## src/rtl/uart_rx_fsm_pkg.sv

```systemverilog
// rtl/uart_rx_fsm_pkg.sv - shared UART state encoding, parity codes and oversample default
package uart_rx_fsm_pkg;

   typedef enum logic [2:0] {
      IDLE,
      START,
      DATA,
      PARITY,
      STOP
   } uart_state_t;

   localparam logic [1:0] PAR_NONE = 2'b00;
   localparam logic [1:0] PAR_ODD  = 2'b01;
   localparam logic [1:0] PAR_EVEN = 2'b10;
   localparam logic [1:0] PAR_INV  = 2'b11;

   localparam int OVERSAMPLE_DEF = 16;

   // The reserved code behaves exactly like "no parity".
   function automatic logic par_enabled(input logic [1:0] par);
      return (par != PAR_NONE) && (par != PAR_INV);
   endfunction

endpackage

```

## src/rtl/uart_rx_sync.sv

```systemverilog
// rtl/uart_rx_sync.sv - two-flop synchronizer for the serial line, resets to idle-high
module uart_rx_sync (
   input  logic clk,
   input  logic rst_n,
   input  logic d,
   output logic q
);

   logic meta;

   always_ff @(posedge clk or negedge rst_n) begin
      if (!rst_n) begin
         meta <= 1'b1;
         q    <= 1'b1;
      end else begin
         meta <= d;
         q    <= meta;
      end
   end

endmodule

```

## src/rtl/uart_rx_fsm.sv

```systemverilog
// rtl/uart_rx_fsm.sv - oversampling UART receiver FSM; break detect under UART_RX_BREAK_DET_EN
module uart_rx_fsm
   import uart_rx_fsm_pkg::*;
#(
   parameter int OVERSAMPLE = OVERSAMPLE_DEF
) (
   input  logic       clk,
   input  logic       rst_n,
   input  logic       baud_tick,
   input  logic       rxd,
   input  logic       D_num,
   input  logic       S_num,
   input  logic [1:0] Par,
   output logic [7:0] d_out,
   output logic       rx_done,
   output logic       par_err,
   output logic       frm_err,
   output logic       is_active
`ifdef UART_RX_BREAK_DET_EN
   ,
   output logic       break_det
`endif
);

   localparam int TW = (OVERSAMPLE > 2) ? $clog2(OVERSAMPLE) : 1;
   localparam logic [TW-1:0] HALF_TICK = TW'(OVERSAMPLE / 2 - 1);
   localparam logic [TW-1:0] LAST_TICK = TW'(OVERSAMPLE - 1);

   uart_state_t   state;
   logic          rxd_s;
   logic          rxd_q;
   logic [TW-1:0] tick_cnt;
   logic [TW-1:0] next_tick;
   logic [2:0]    bit_cnt;
   logic          stop_cnt;
   logic [7:0]    shift;
   logic          d8;
   logic          s2;
   logic [1:0]    par;
   logic          par_acc;
   logic          par_bad;
   logic          frm_bad;
   logic          any_one;
   logic          fall;
   logic          mid_bit;

   uart_rx_sync u_sync (
      .clk   (clk),
      .rst_n (rst_n),
      .d     (rxd),
      .q     (rxd_s)
   );

   assign fall      = rxd_q & ~rxd_s;
   assign mid_bit   = baud_tick && (tick_cnt == LAST_TICK);
   assign next_tick = (tick_cnt == LAST_TICK) ? '0 : tick_cnt + 1'b1;
   assign is_active = (state != IDLE);

   always_ff @(posedge clk or negedge rst_n) begin
      if (!rst_n) begin
         state    <= IDLE;
         rxd_q    <= 1'b1;
         tick_cnt <= '0;
         bit_cnt  <= '0;
         stop_cnt <= 1'b0;
         shift    <= '0;
         d8       <= 1'b1;
         s2       <= 1'b0;
         par      <= PAR_NONE;
         par_acc  <= 1'b0;
         par_bad  <= 1'b0;
         frm_bad  <= 1'b0;
         any_one  <= 1'b0;
         d_out    <= '0;
         rx_done  <= 1'b0;
         par_err  <= 1'b0;
         frm_err  <= 1'b0;
`ifdef UART_RX_BREAK_DET_EN
         break_det <= 1'b0;
`endif
      end else begin
         rxd_q   <= rxd_s;
         rx_done <= 1'b0;
         case (state)
            IDLE: begin
               // Frame format is frozen here so mid-frame input changes are harmless.
               if (fall) begin
                  state    <= START;
                  tick_cnt <= '0;
                  bit_cnt  <= '0;
                  stop_cnt <= 1'b0;
                  shift    <= '0;
                  par_acc  <= 1'b0;
                  par_bad  <= 1'b0;
                  frm_bad  <= 1'b0;
                  any_one  <= 1'b0;
                  d8       <= D_num;
                  s2       <= S_num;
                  par      <= Par;
               end
            end
            START: begin
               if (baud_tick) begin
                  if (tick_cnt == HALF_TICK) begin
                     tick_cnt <= '0;
                     state    <= rxd_s ? IDLE : DATA;
                  end else begin
                     tick_cnt <= tick_cnt + 1'b1;
                  end
               end
            end
            DATA: begin
               if (baud_tick) tick_cnt <= next_tick;
               if (mid_bit) begin
                  shift   <= {rxd_s, shift[7:1]};
                  par_acc <= par_acc ^ rxd_s;
                  any_one <= any_one | rxd_s;
                  bit_cnt <= bit_cnt + 1'b1;
                  if (bit_cnt == (d8 ? 3'd7 : 3'd6))
                     state <= par_enabled(par) ? PARITY : STOP;
               end
            end
            PARITY: begin
               if (baud_tick) tick_cnt <= next_tick;
               if (mid_bit) begin
                  par_bad <= (par == PAR_ODD) ? ~(par_acc ^ rxd_s) : (par_acc ^ rxd_s);
                  any_one <= any_one | rxd_s;
                  state   <= STOP;
               end
            end
            STOP: begin
               if (baud_tick) tick_cnt <= next_tick;
               if (mid_bit) begin
                  if (s2 && !stop_cnt) begin
                     stop_cnt <= 1'b1;
                     frm_bad  <= frm_bad | ~rxd_s;
                     any_one  <= any_one | rxd_s;
                  end else begin
                     // Leave at mid-stop so the next start edge is caught without slip.
                     state   <= IDLE;
                     rx_done <= 1'b1;
                     d_out   <= d8 ? shift : {1'b0, shift[7:1]};
                     par_err <= par_bad;
                     frm_err <= frm_bad | ~rxd_s;
`ifdef UART_RX_BREAK_DET_EN
                     break_det <= ~(any_one | rxd_s);
`endif
                  end
               end
            end
            default: state <= IDLE;
         endcase
      end
   end

endmodule
```

## config.mk

```make
export PLATFORM = sky130hd
export DESIGN_NAME = uart_rx_fsm
export DESIGN_NICKNAME = d
export VERILOG_FILES = /design/src/rtl/uart_rx_fsm_pkg.sv /design/src/rtl/uart_rx_sync.sv /design/src/rtl/uart_rx_fsm.sv
export SDC_FILE = /design/constraint.sdc
export NUM_CORES = 1
export LEC_CHECK = 0
export BUFFER_PORTS_ARGS = -buffer_cell sky130_fd_sc_hd__buf_2
export CAP_MARGIN = 10
export CORE_AREA = 2 2 72 74
export CTS_CLUSTER_DIAMETER = 60
export DETAILED_ROUTE_END_ITERATION = 12
export DIE_AREA = 0 0 74 76
export PLACE_DENSITY = 0.69
export SLEW_MARGIN = 20
export SYNTH_ARGS = -nofsm -noshare
export SYNTH_HDL_FRONTEND = slang
export SYNTH_SLANG_ARGS = --single-unit
```

## constraint.sdc

```tcl
create_clock -name clk -period 1.7 [get_ports clk]
set_input_delay 0.085 -clock clk [delete_from_list [all_inputs] [get_ports clk]]
set_output_delay 0.085 -clock clk [all_outputs]
set_load 0.02 [all_outputs]
```

Yosys cells after proc, flatten, opt, wreduce, memory -nomap -nowiden --
Cells that the tools add are included.
Storage, ports and cells: bits in registers 40, bits of input ports 8, output and inout port bits 12, word-level logic and storage cells 104
Cells by class: add/sub/neg operators 2, equal/unequal tests 19, mux-type cells 40, bitwise logic cells 6, reduce and logical (&&, ||, !) cells 19
Operator list (number):
- two-way mux 3 bit | 11
- two-way mux 8 bit | 3
- two-way mux 4 bit | 5
- inequality test 2 bit, second input constant | 10
- one-hot mux 8 bit (2 select lines) | 1
- one-hot mux 3 bit (5 select lines) | 1
- two-way mux 1 bit | 12
- one-hot mux 4 bit (3 select lines) | 1
- AND reduction 3 bit | 3
- one-hot mux 1 bit (2 select lines) | 4
- AND reduction 4 bit | 2
- AND reduction 8 bit | 1
- nonzero test 2 bit | 4
- == test 3 x 2 -> 1 bit, second input constant | 2
- one-hot mux 3 bit (2 select lines) | 1
- nonzero test 3 bit | 2
- adder 4 x 1 -> 4 bit, second input constant | 1
- == test 4 x 3 -> 1 bit, second input constant | 1
- == test 4 bit, second input constant | 1
- adder 3 x 1 -> 3 bit, second input constant | 1
- == test 3 x 1 -> 1 bit, second input constant | 1
- == test 3 bit | 1
- == test 3 bit, second input constant | 1
- logical AND 1 bit | 3
- 11 further kinds | 13

Longest topological paths before layout --
Gate-level depths: netlist of the first run.
depth in word-level cells 6, depth in mapped cells 8, depth with buffers taken out 6

Modules after synthesis --
Synthesis of the first run repeated with hierarchy kept, for this count alone.
Second synthesis, totals: cells, all modules 202, area, all modules 1984.4 um2
By module, submodules not included:
- uart_rx_fsm | instances 1, cells each 200, area an instance 1931.9 um2, seq. area each 953.4 um2
- uart_rx_sync | instances 1, cells each 2, area an instance 52.6 um2, seq. area each 52.6 um2

Worst setup path before layout of the first run --
No wires, ideal clock.
path kind register to register, start reg tick_cnt[0], end reg state[0], library setup time 127 ps, arrival time 1564 ps, data required time 1573 ps, path slack 9 ps, stages on the path, launching flop included 7, buffers on the path 0, period minus slack after synthesis 1691 ps, path through dfrtp_1 -> ha_1 -> and4_1 -> a21o_1 -> o311a_1 -> nand2_1 -> mux2_1
Between the ends: cells in the longest elaborated chain, start to end 4, elaborated cells between the ends (all ways) 8, classes of those cells eq/ne: 6; reduce/logical: 2
RTL lines:
- start: declaration | line uart_rx_fsm.sv:32 | logic [TW-1:0] tick_cnt;
- start signal: assignment | line uart_rx_fsm.sv:108 | tick_cnt <= tick_cnt + 1'b1;
- start signal: assignment | line uart_rx_fsm.sv:113 | if (baud_tick) tick_cnt <= next_tick;
- start signal: assignment | line uart_rx_fsm.sv:124 | if (baud_tick) tick_cnt <= next_tick;
- == test 4 bit | line uart_rx_fsm.sv:55 | assign mid_bit = baud_tick && (tick_cnt == LAST_TICK);
- logical AND 1 bit | line uart_rx_fsm.sv:55
- inequality test 2 bit (no source line)
- AND reduction 8 bit (no source line) (*)
- end signal: assignment | line uart_rx_fsm.sv:106 | state <= rxd_s ? IDLE : DATA;
- end signal: assignment | line uart_rx_fsm.sv:120 | state <= par_enabled(par) ? PARITY : STOP;
- end: declaration | line uart_rx_fsm.sv:29 | uart_state_t state;
Mark *: on every way between the ends. The rest lies on a longest branch, timed or not. A chain may end at the register's enable or synchronous reset.

Final worst setup path of the first run --
Ends and elaborated chain as after synthesis.

==> Flow_metrics.wiki, run 1 <==
{| class="wikitable"
! Metric !! Value
|-
| Clock transition at the registers of the reported paths || 0.09 ns
|-
| Final worst-path cycle share || 1.02
|-
| Final weighted congestion in routability-driven placement || 0.814
|-
| Routed via count || 1,504
|-
| TritonCTS clock tree || yes
|-
| Placeable core area || 4910 um2
|-
| Die Footprint || 5620 um2
|-
| Relative max-transition margin || 0.644
|-
| Top-level port count || 20
|-
| Die Y || 76 um
|-
| Crit path buffers/inverters || 1
|-
| Leading cell types in the layout, fill and taps excluded || sky130_fd_sc_hd__nand2_1 (38), sky130_fd_sc_hd__dfrtp_1 (36), sky130_fd_sc_hd__buf_4 (20)
|-
| Filler-free cell count of the finished design || 310
|-
| Number of global-route vias before repair || 1,377
|-
| Per-instance average area after synthesis || 9.82 um2
|-
| Clock latency on the worst-skew pair || 0.30 ns
|-
| Wire length per cell || 12.3 um
|-
| Initial antenna violation count || 0
|-
| Die width || 74 um
|-
| Global-route wire length before repair || 6.50 mm
|-
| VDD IR-drop max || 0.614 mV
|-
| Post-Syn Nets || 205
|-
| Synthesis-stage register bit count || 40
|-
| Cell Rows || 26
|-
| Final net count || 250
|-
| Overall track demand over capacity in global routing || 0.149
|-
| Maximum number of pins on one net before global-route repair || 24
|-
| CP Cell Sequence || ha_2, buf_6, nand2_2, o211ai_1, o311a_1, nand2_2, mux2_4
|-
| Grt ovf || 0
|-
| TritonCTS Buffers || 5
|-
| Worst Hold Margin || 0.212 ns
|-
| Top cell by count, worst path || sky130_fd_sc_hd__nand2_2
|-
| Worst Slack Setup Final || -0.0335 ns
|-
| Commonest non-fill, non-tap cell in the layout || sky130_fd_sc_hd__nand2_1
|-
| Max frequency || 577 MHz
|-
| RSZ-0062 raised after global routing || yes
|-
| Starting utilization of the core area || 0.388
|-
| Worst Setup End Kind || flip-flop
|-
| Cell class contributing the biggest share of worst-path delay || compound AO/OA/AOI/OAI gates
|-
| Final HPWL DP || 2.46 mm
|-
| Biggest cell delay along the critical path || 0.38 ns
|-
| Fill cell count || 465
|-
| DRT antenna net count || 0
|-
| Area of the mapped netlist || 1900 um2
|-
| Run status || finished with violations
|-
| Number of violations reported at the end of detailed-routing iteration 0 || 95
|-
| Initial DRT Pass Iterations || 4
|-
| Share of synthesized area occupied by flip-flops and latches || 0.528
|-
| Post-Place Cells || 289
|-
| Total detailed-routing wirelength || 3.82 mm
|-
| Worst flop-to-flop path startpoint || tick_cnt[0]
|-
| Start point of the worst min-delay path || baud_tick
|-
| Startpoint Class || flip-flop
|-
| N_diodes || 0
|-
| Worst Max-Slew Pin Slew || 0.534 ns
|-
| Most used DFF post-synth || sky130_fd_sc_hd__dfrtp_1
|-
| Min cycle time layout || 1.73 ns
|-
| Count of input and output buffers || 19
|-
| Max-cap violations || 0
|-
| Clock buffer depth || 2
|-
| Largest fanout of any net on the critical path || 5
|-
| Data arrival, critical path || 1.91 ns
|-
| Final Core Density || 0.492
|-
| H-tree level count || 2
|-
| Required time worst endpoint || 1.88 ns
|-
| Final routed DRC violation total || 0
|-
| Failing checks || negative setup slack
|-
| Count of flip-flops with a built-in enable after synthesis || 0
|-
| Worst Setup SP || tick_cnt[0]
|-
| Layout cell share with drive strength beyond 1 || 0.292
|-
| Final hold violation count || 0
|-
| Post-DR vias/cell || 4.85
|-
| Final Setup Violations || 1
|-
| Synth cell types || 46
|-
| Buffer type at the clock tree root || sky130_fd_sc_hd__clkbuf_8
|-
| Count of clock tree sinks || 40
|-
| Share of flip-flops with an asynchronous set or reset after synthesis || 1.00
|-
| Area grow syn2layout || 27.0%
|-
| Post-Synthesis Cells || 194
|-
| Pwr Density || 1480 nW/um2
|-
| Setup Crit Path Kind || reg2reg
|-
| Hold Path Class || in2reg
|-
| Yosys synthesis warning count || 0
|-
| Final total negative setup slack || -0.0335 ns
|-
| Max Clock Skew || 0.0108 ns
|-
| Slowest stage cell, crit path || sky130_fd_sc_hd__dfrtp_1
|-
| Total chip power || 3.58 mW
|-
| Final Max Tran Viols || 0
|-
| Total leakage power || 1.17 nW
|}
## timing repair
action / CTS / global route
buffers inserted: 3 / 4
cloned: 0 / 0
pin swaps: 0 / 4
hold buffers: 6 / 0
gates resized for setup: 2 / 7
endpoints found under the setup margin: 1 / 7
endpoints found under the hold margin: 23 / 0
## metrics by stage
step	worst slack, ns	instance area (um2)
6_report	-0.0335	2420
5_1_grt	-0.0885	2420
4_1_cts	0.0147	2370
3_5_place_dp	-0.00318	2170
3_3_place_gp	0.0353	2170
2_1_floorplan	0.00901	1900
## final timing paths
kind                               endpoint  slack (ns)  cells past startpoint
worst max-delay path               state[0]       -0.03                      7
worst min-delay path            tick_cnt[2]        0.21                      3
worst max register to register     state[0]       -0.03                      7
worst min register to register     u_sync.q        0.36                      0
max in group asynchronous          state[0]        0.92                      3
min in group asynchronous       tick_cnt[2]        0.29                      2
## state kept, by name, indices dropped and copies added, names as in the netlist, 2 cells and up
name      flops
state         3
par           2
shift         8
bit_cnt       3
d_out         8
tick_cnt      4
## logic make-up after synthesis
family	share of synthesized area
AO/OA/AOI/OAI	0.126
flip-flops	0.528
XOR/XNOR	0.0184
AND/OR/NAND/NOR	0.212
multiplexers	0.0539
buffers and inverters	0.0420
adder cells (fa/ha/maj)	0.0197
## worst reg2reg max path, delay by kind of cell (launching register included)
kind            cells  cell delay, ns
buf+inv             1            0.11
flops               1            0.38
mux                 1            0.30
fa+ha+maj           1            0.20
simple gates        2            0.13
compound gates      2            0.51
## report_power, final
part	switching [mW]	total (mW)	internal [mW]
registers	0.132	1.31	1.18
clock network	0.366	0.809	0.442
logic	0.795	1.47	0.670
total	1.29	3.58	2.29
## cell type report
| cell class | count | area, um2 | area share |
|---|---|---|---|
| sequential | 40 | 1010 | 0.416 |
| tap | 70 | 87.6 | 0.0362 |
| clock inverter | 3 | 46.3 | 0.0191 |
| multi-input combinational | 139 | 835 | 0.345 |
| clock buffer | 5 | 68.8 | 0.0285 |
| timing repair buffer | 48 | 357 | 0.147 |
| inverter | 5 | 18.8 | 0.00776 |
## per-layer routing
metal	vias to the layer above	routed length, um	track usage
met4	0	77	0.0709
met5	-	0	0
met2	33	1770	0.213
met1	702	1820	0.211
li1	764	-	-
met3	5	148	0.0357
## cell usage after synthesis, types with 2 or more instances
library cell | count | share of area
sky130_fd_sc_hd__xnor2_1 | 2 | 0.0092
sky130_fd_sc_hd__a31oi_1 | 2 | 0.0066
sky130_fd_sc_hd__buf_2 | 7 | 0.018
sky130_fd_sc_hd__inv_1 | 4 | 0.0079
sky130_fd_sc_hd__nand2b_1 | 3 | 0.0099
sky130_fd_sc_hd__nor2_1 | 14 | 0.028
sky130_fd_sc_hd__nand2_1 | 40 | 0.079
sky130_fd_sc_hd__buf_6 | 2 | 0.012
sky130_fd_sc_hd__nand3_1 | 14 | 0.037
sky130_fd_sc_hd__a21oi_2 | 2 | 0.0092
sky130_fd_sc_hd__xor2_1 | 2 | 0.0092
sky130_fd_sc_hd__mux2i_1 | 8 | 0.042
sky130_fd_sc_hd__o21ai_0 | 14 | 0.037
sky130_fd_sc_hd__dfstp_2 | 4 | 0.055
sky130_fd_sc_hd__a21oi_1 | 8 | 0.021
sky130_fd_sc_hd__dfrtp_1 | 36 | 0.47
sky130_fd_sc_hd__ha_1 | 3 | 0.020
No activity file was read; power rests on OpenSTA's default activity.
==> run 2, diff against run 1 <==
CORE_AREA = 2 2 74 76   (was 2 2 72 74)
DIE_AREA = 0 0 76 78   (was 0 0 74 76)
PLACE_DENSITY = 0.68   (was 0.69)
SYNTH_HIERARCHICAL = 1   (was unset)
==> run 2 against run 1 <==
The run now ends clean. Largest power group is now registers. Utilization increased by 0.71 points. Clock power down 2.5%. Via count up 3.7%. Non-clock buffer count shrank 3. Register-to-register slack better by 0.08 ns. Wire length up 11%. Global-route usage up 0.16 points. Critical path type unchanged. Synthesized area is 4.2% higher. Clock-buffer cell count is the same. Synthesized cell count grew 4.1%. Cell area rose by 4.1%.
==> Flow_metrics.wiki, run 2 <==
{| class="wikitable"
! Metric !! Value
|-
| Final Core Density || 0.500
|-
| CP Cell Sequence || or3_4, or3b_4, buf_6, a21oi_2, a21oi_1
|-
| Wire length per cell || 13.5 um
|-
| Overall track demand over capacity in global routing || 0.151
|-
| TritonCTS clock tree || yes
|-
| Top-level port count || 20
|-
| Relative max-transition margin || 0.686
|-
| Synthesis-stage register bit count || 40
|-
| H-tree level count || 2
|-
| Final routed DRC violation total || 0
|-
| Count of input and output buffers || 19
|-
| Leading cell types in the layout, fill and taps excluded || sky130_fd_sc_hd__nand2_1 (36), sky130_fd_sc_hd__dfrtp_1 (34), sky130_fd_sc_hd__buf_2 (19)
|-
| Clock transition at the registers of the reported paths || 0.09 ns
|-
| Per-instance average area after synthesis || 9.82 um2
|-
| Run status || complete, no violations
|-
| Worst Slack Setup Final || 0.0482 ns
|-
| Post-Place Cells || 298
|-
| Biggest cell delay along the critical path || 0.42 ns
|-
| Setup slack at placement || 0.0199 ns
|-
| Cell type with the largest total area after synthesis || sky130_fd_sc_hd__dfrtp_1
|-
| Share of the synthesized area in the top cell type || 0.454
|-
| Total leakage power || 1.14 nW
|-
| Worst Max-Slew Pin Slew || 0.470 ns
|-
| Pwr Density || 1360 nW/um2
|-
| Total detailed-routing wirelength || 4.25 mm
|-
| Clock latency on the worst-skew pair || 0.29 ns
|-
| RSZ-0062 raised after global routing || yes
|-
| Die Footprint || 5930 um2
|-
| Initial antenna violation count || 0
|-
| TritonCTS Buffers || 5
|-
| Max frequency || 605 MHz
|-
| Global-route wire length before repair || 7.35 mm
|-
| Share of synthesized area occupied by flip-flops and latches || 0.507
|-
| VDD IR-drop max || 0.857 mV
|-
| Largest fanout of any net on the critical path || 8
|-
| Max-cap violations || 0
|-
| Count of flip-flops with a built-in enable after synthesis || 0
|-
| Min cycle time layout || 1.65 ns
|-
| Worst Setup End Kind || flip-flop
|-
| Area grow syn2layout || 26.9%
|-
| Total chip power || 3.43 mW
|-
| Layout cell share with drive strength beyond 1 || 0.307
|-
| Final total negative setup slack || 0 ns
|-
| Final hold violation count || 0
|-
| Largest registers || d_out: 8 flops, shift: 8 flops, tick_cnt: 4 flops
|-
| Commonest cells in the synthesized netlist || sky130_fd_sc_hd__dfrtp_1 (36), sky130_fd_sc_hd__nand2_1 (36), sky130_fd_sc_hd__nor2_1 (15), sky130_fd_sc_hd__o21ai_0 (13), sky130_fd_sc_hd__a21oi_1 (12)
|-
| Slowest stage cell, crit path || sky130_fd_sc_hd__dfrtp_1
|-
| Initial DRT Pass Iterations || 4
|-
| Most used DFF post-synth || sky130_fd_sc_hd__dfrtp_1
|-
| DRT antenna net count || 0
|-
| Cells taking the most area after synthesis || sky130_fd_sc_hd__dfrtp_1 (45%), sky130_fd_sc_hd__nand2_1 (6.8%), sky130_fd_sc_hd__dfstp_2 (5.3%)
|-
| Filler-free cell count of the finished design || 314
|-
| Maximum number of pins on one net before global-route repair || 23
|-
| Die width || 76 um
|-
| Clock buffer depth || 2
|-
| Routed via count || 1,560
|-
| Synth cell types || 45
|-
| Placed cell area || 2260 um2
|-
| Final design area excluding fillers || 2520 um2
|-
| Count of clock tree sinks || 40
|-
| Die Y || 78 um
|-
| Placeable core area || 5040 um2
|-
| Startpoint Class || flip-flop
|-
| Setup Crit Path Kind || reg2reg
|-
| Hold Path Class || in2async
|-
| Post-Synthesis Cells || 202
|-
| Number of violations reported at the end of detailed-routing iteration 0 || 120
|-
| N_diodes || 0
|-
| Post-Syn Nets || 213
|-
| Final Setup Violations || 0
|-
| Yosys synthesis warning count || 6
|-
| Crit path buffers/inverters || 1
|-
| Number of global-route vias before repair || 1,599
|-
| Buffer type at the clock tree root || sky130_fd_sc_hd__clkbuf_8
|-
| Final Max Tran Viols || 0
|-
| Cell Rows || 26
|-
| Worst Hold Margin || 0.274 ns
|-
| Data arrival, critical path || 1.83 ns
|-
| Grt ovf || 0
|-
| Cell class contributing the biggest share of worst-path delay || simple AND/OR/NAND/NOR gates
|-
| Starting utilization of the core area || 0.394
|-
| Area of the mapped netlist || 1980 um2
|-
| Final weighted congestion in routability-driven placement || 0.834
|-
| Max Clock Skew || 0.00944 ns
|-
| Post-DR vias/cell || 4.97
|-
| Final HPWL DP || 2.88 mm
|-
| Commonest non-fill, non-tap cell in the layout || sky130_fd_sc_hd__nand2_1
|-
| Share of flip-flops with an asynchronous set or reset after synthesis || 1.00
|-
| Final net count || 254
|-
| Final worst-path cycle share || 0.972
|-
| Required time worst endpoint || 1.88 ns
|}
## run 2: kinds of logic (layout without fill, tap and decap cells)
family          after synthesis  in the layout  share of synthesized area
simple gates                 80             80                      0.202
xor+xnor                      5              5                     0.0221
fa+ha+maj                     3              3                     0.0189
compound gates               47             47                      0.149
buf+inv                      15             57                     0.0385
mux                          12             12                     0.0624
flops                        40             40                      0.507
## run 2: path summary, 6_finish.rpt
| kind | start | to | cells past startpoint | slack (ns) |
|---|---|---|---|---|
| max reg2reg | state[1] | stop_cnt | 5 | 0.05 |
| max | state[1] | stop_cnt | 5 | 0.05 |
| max in group asynchronous | rst_n | rxd_q | 3 | 0.87 |
| min reg2reg | u_sync/meta | u_sync/q | 0 | 0.36 |
| min | rst_n | d_out[7] | 2 | 0.27 |
| min in group clk | baud_tick | tick_cnt[1] | 4 | 0.32 |
## run 2: per-layer routing
| metal | global-route usage | wire, um | up-vias | share of wire |
|---|---|---|---|---|
| met5 | 0 | 0 | - | 0 |
| met4 | 0.0582 | 82 | 0 | 0.019 |
| met3 | 0.0256 | 154 | 7 | 0.036 |
| met2 | 0.239 | 1950 | 33 | 0.46 |
| met1 | 0.208 | 2060 | 738 | 0.49 |
| li1 | - | - | 782 | - |
## run 2: where the power goes
group          switching [mW]  leakage (nW)  total [mW]  internal [mW]
clock network           0.347        0.0583       0.789          0.442
logic                   0.632         0.569        1.25          0.616
registers               0.209         0.511        1.39           1.18
## run 2: worst reg2reg max path, cell delays in order, from the launching register on
cell and delay, ns:
sky130_fd_sc_hd__dfrtp_1 0.42, sky130_fd_sc_hd__or3_4 0.40, sky130_fd_sc_hd__or3b_4 0.40, sky130_fd_sc_hd__buf_6 0.15, sky130_fd_sc_hd__a21oi_2 0.12, sky130_fd_sc_hd__a21oi_1 0.05
## run 2: what timing repair did
item / CTS / global route
hold endpoints to repair: 23 / 0
buffers inserted: 0 / 1
cloned: 0 / 1
setup endpoints to repair: 1 / 27
gates resized for setup: 1 / 19
hold buffers: 6 / 0
## run 2: cell type report
cell class                 instances  area [um2]
fill                             447        2520
sequential                        40        1010
multi-input combinational        147         962
timing repair buffer              45         329
tap                               70        87.6
clock buffer                       5        68.8
clock inverter                     3        47.5
inverter                           4        15.0
